<file path="src/rtl/seq_mult_pkg.sv">
// seq_mult_pkg: shared FSM state encoding and sizing helpers for the shift-add multiplier.
package seq_mult_pkg;
    typedef enum logic [1:0] {IDLE, LOAD, STEP, DONE} state_t;
    localparam int DEFAULT_WIDTH = 32;
    function automatic int cnt_w(input int w);
        return $clog2(w + 1);
    endfunction
endpackage

</file>
<file path="src/rtl/mult_iter_counter.sv">
// mult_iter_counter: clearable iteration counter saturating at WIDTH; o_tc flags that the next increment reaches WIDTH.
module mult_iter_counter
    import seq_mult_pkg::*;
#(
    parameter int WIDTH = DEFAULT_WIDTH,
    parameter int CW    = cnt_w(WIDTH)
) (
    input  logic          clk,
    input  logic          reset,
    input  logic          i_clear,
    input  logic          i_inc,
    output logic [CW-1:0] o_count,
    output logic          o_tc
);
    logic [CW-1:0] r_count;
    always_ff @(posedge clk) begin
        if (reset || i_clear) r_count <= '0;
        else if (i_inc && r_count != CW'(WIDTH)) r_count <= r_count + CW'(1);
    end
    assign o_count = r_count;
    assign o_tc    = r_count == CW'(WIDTH - 1);
endmodule

</file>
<file path="src/rtl/seq_mult_ctrl.sv">
// seq_mult_ctrl: control FSM sequencing load, shift / add-and-shift iterations and the start/done handshake.
module seq_mult_ctrl
    import seq_mult_pkg::*;
#(
    parameter int WIDTH      = DEFAULT_WIDTH,
    parameter bit EARLY_EXIT = 1'b1
) (
    input  logic                       clk,
    input  logic                       reset,
    input  logic                       i_start,
    input  logic                       i_abort,
    input  logic                       i_mplier_lsb,
    input  logic                       i_mplier_zero,
    output logic                       o_load,
    output logic                       o_clear_product,
    output logic                       o_shift,
    output logic                       o_add_shift,
    output logic                       o_busy,
    output logic                       o_done,
    output logic [$clog2(WIDTH+1)-1:0] o_iter_count
);
    localparam int CW = cnt_w(WIDTH);
    state_t r_state, w_next;
    logic   w_exit, w_step, w_tc;
    mult_iter_counter #(.WIDTH(WIDTH), .CW(CW)) u_cnt (
        .clk     (clk),
        .reset   (reset),
        .i_clear (o_load),
        .i_inc   (w_step),
        .o_count (o_iter_count),
        .o_tc    (w_tc)
    );
    always_ff @(posedge clk) begin
        if (reset) r_state <= IDLE;
        else r_state <= w_next;
    end
    // abort outranks the zero check, which outranks issuing an iteration
    always_comb begin
        w_exit = EARLY_EXIT && i_mplier_zero;
        w_step = r_state == STEP && !i_abort && !w_exit;
        w_next = r_state;
        unique case (r_state)
            IDLE: w_next = i_start ? LOAD : IDLE;
            LOAD: w_next = i_abort ? IDLE : STEP;
            STEP: w_next = i_abort ? IDLE : (w_exit || w_tc) ? DONE : STEP;
            DONE: w_next = i_start ? LOAD : IDLE;
        endcase
    end
    assign o_load          = r_state == LOAD;
    assign o_clear_product = r_state == LOAD;
    assign o_busy          = r_state != IDLE;
    assign o_done          = r_state == DONE;
    assign o_shift         = w_step && !i_mplier_lsb;
    assign o_add_shift     = w_step && i_mplier_lsb;
endmodule

</file>
<file path="config.mk">
export PLATFORM = sky130hd
export DESIGN_NAME = seq_mult_ctrl
export DESIGN_NICKNAME = d
export VERILOG_FILES = /design/src/rtl/seq_mult_pkg.sv /design/src/rtl/mult_iter_counter.sv /design/src/rtl/seq_mult_ctrl.sv
export SDC_FILE = /design/constraint.sdc
export NUM_CORES = 1
export LEC_CHECK = 0
export CAP_MARGIN = 15
export CORE_AREA = 2 2 39 41
export CTS_CLUSTER_SIZE = 14
export DETAILED_ROUTE_END_ITERATION = 8
export DIE_AREA = 0 0 41 43
export HOLD_SLACK_MARGIN = 0.03
export PLACE_DENSITY = 0.72
export SETUP_SLACK_MARGIN = 0.02
export SYNTH_ARGS = -nofsm -noshare
export SYNTH_HDL_FRONTEND = slang
export SYNTH_HIERARCHICAL = 1
export SYNTH_SLANG_ARGS = --single-unit
</file>
<file path="constraint.sdc">
create_clock -name clk -period 2.1 [get_ports clk]
set_input_delay 0.42 -clock clk [delete_from_list [all_inputs] [get_ports clk]]
set_output_delay 0.42 -clock clk [all_outputs]
set_load 0.02 [all_outputs]
</file>
==> results_dict.tcl <==
set metrics [dict create \
    status "complete, no violations" \
    ys_seq_area_frac 0.314 \
    cts_resized 2 \
    worst_slew_pin_slew_ns 0.372 \
    die_h_um 43 \
    pin_count 18 \
    via_count 458 \
    fin_crit_ns 2.00 \
    syn_area_um2 509 \
    busiest_layer "met2" \
    p_total_mw 0.324 \
    cts_tree "yes" \
    timing.rr.end "u_cnt/o_count[5]$_SDFFE_PP0P_" \
    antenna-diode-count 0 \
    synthesis.nets 70 \
    grt_usage 0.121 \
    ys_ff_latch 8 \
    hold_viol 0 \
    cts_root_buffer "clkbuf_4" \
    yosysUniqueCellTypes 24 \
    slew_violations 0 \
    p_leak_nw 0.300 \
    path_clk_slew_ns 0.05 \
    worstSetupStartpointType "input port" \
    cts.sinks 8 \
    r2r_cells 8 \
    clkLatencyLatePin_ns 0.24 \
    routedWlPerCell_um 9.76 \
    hold_path_class "register to register" \
    vdd_drop_max_v 0.000323 \
    drt-initial-drc-count 8 \
    r2r-start "r_state[0]$_SDFF_PP0_" \
    firstDrtPassIters 4 \
    fin_nets 95 \
    drc_errors 0 \
    drt-vias-per-instance 4.77 \
    drive_gt1_frac 0.150 \
    dp_hpwl_um 760 \
    place_congestion 0.807 \
    cp_data_arrival_time_ns 1.58 \
    worst_ep_required_time_ns 1.68 \
    slew_headroom 0.751 \
    grt_pass1_wl_um 1480 \
    die_x_um 41 \
    fillCellCount 139 \
    cts_setup_buffers 0 \
    final_cell_mix "clkdlybuf4s50_1, dfxtp_1, inv_1, ha_1, nand2_1" \
    port_buffers 17 \
    drt_wl_total_um 937 \
    endpoint_kind "primary output" \
    fin_setup_tns_ns 0 \
    clock_path_buffers 2 \
    min_to "u_cnt/o_count[1]$_SDFFE_PP0P_" \
    crit_fanout 3 \
    crit_type "input port to primary output" \
    cts_made_buffers 3 \
    ff2ff_setup_slack_ns 0.48 \
    post-route-period-util 0.951 \
    use_met1 0.137 \
    fmax_mhz 501 \
    syn_avg_cell_area_um2 8.93 \
    core-area_um2 1380 \
    synthCells 57 \
    whs_path_depth 2 \
    maxCapViolations 0 \
    finalClockSkew_ns 0.00105 \
    antenna_found_initial 0 \
    rows 14 \
    grt-ovfl-total 0 \
    final_util 0.538 \
    area_growth_pct 46.2 \
    grt_use_met2 0.206 \
    setup_viol 0 \
    gr-usage-met3 0.0314 \
    htreeDepth 1 \
    grt_pass1_vias 394 \
    final_common_cell "clkdlybuf4s50_1" \
    cts_hold_buf 0 \
    initial_core_util 0.368 \
    grt_start_max_net_pins 7 \
    ys_warn_count 6 \
    rsz0062_at_grt "no" \
    worstHoldStart "u_cnt/o_count[1]$_SDFFE_PP0P_" \
    ant_nets 0 \
    power.density_nw_per_um2 436 \
    die_area_um2 1760 \
]
[metal layers]
layer  vias up  routed length, um
met4         0                  0
met5         -                  0
met2        17                429
met3         0                 84
met1       203                423
li1        238                  -
[flip-flops by register name (all words and copies together) (netlist names)]
signal	cells
u_cnt/o_count	6
r_state	2
[metrics by stage]
step	hold slack, ns	worst slack [ns]	area (um2)	std cells
global route	0.557	0.0299	744	96
finish	0.521	0.102	744	96
CTS	0.527	0.0597	742	96
detailed placement	0.515	-0.204	722	93
global placement	0.511	-0.187	722	93
floorplan	0.485	0.552	509	57
[report_power, final]
| part | switching [mW] | total [mW] | internal, mW |
|---|---|---|---|
| Combinational | 0.0260 | 0.0562 | 0.0302 |
| Clock | 0.0471 | 0.112 | 0.0651 |
| Sequential | 0.00152 | 0.156 | 0.154 |
[critical path: stages]
cell and delay (ns):
clkdlybuf4s50_1 0.52, nor2b_4 0.05, and2b_4 0.16, and2b_1 0.15, clkdlybuf4s15_1 0.27
[layout make-up]
cell class | count | area, um2 | share of cell area
inverter | 7 | 26.3 | 0.0353
tap | 16 | 20.0 | 0.0269
clock buffer | 3 | 22.5 | 0.0303
timing repair buffer | 21 | 200 | 0.269
sequential | 8 | 160 | 0.215
multi-input combinational | 41 | 315 | 0.424
[how the worst max path moves through the flow]
| stage | start | to | depth (start not counted) |
|---|---|---|---|
| detailed placement | i_abort | o_shift | 5 |
| CTS | i_abort | o_shift | 5 |
| floorplan | r_state[0]$_SDFF_PP0_ | o_shift | 5 |
| global placement | i_abort | o_add_shift | 5 |
| global route | i_abort | o_add_shift | 5 |
| finish | i_abort | o_shift | 5 |
[cells by family after synthesis]
kind of cell               count (synthesis)  share of synthesized area
AOI/OAI and AO/OA                          5                     0.0835
xor gates and xnor gates                   3                     0.0516
adders and majority gates                  7                      0.172
buffers and inverters                      8                     0.0664
DFF                                        8                      0.314
muxes                                      2                     0.0393
and+or+nand+nor                           24                      0.273
[cell usage after synthesis]
cell | n | area share
and2_1 | 1 | 0.012
and2b_4 | 1 | 0.020
nor2b_4 | 1 | 0.027
nand2b_1 | 1 | 0.012
o21ai_2 | 1 | 0.017
or3_1 | 1 | 0.012
and2b_1 | 1 | 0.015
a41oi_1 | 1 | 0.017
xor2_1 | 1 | 0.017
a21boi_1 | 1 | 0.015
buf_4 | 1 | 0.015
ha_1 | 7 | 0.17
xnor2_1 | 2 | 0.034
o21ai_0 | 1 | 0.0098
nand2_1 | 7 | 0.052
dfxtp_1 | 8 | 0.31
mux2i_1 | 2 | 0.039
nor2_1 | 3 | 0.022
nor3_1 | 4 | 0.039
inv_1 | 7 | 0.052
nand4_2 | 1 | 0.025
and3_1 | 1 | 0.012
nand4_1 | 2 | 0.025
a211oi_2 | 1 | 0.025
Power figures use the tool's default switching activity.
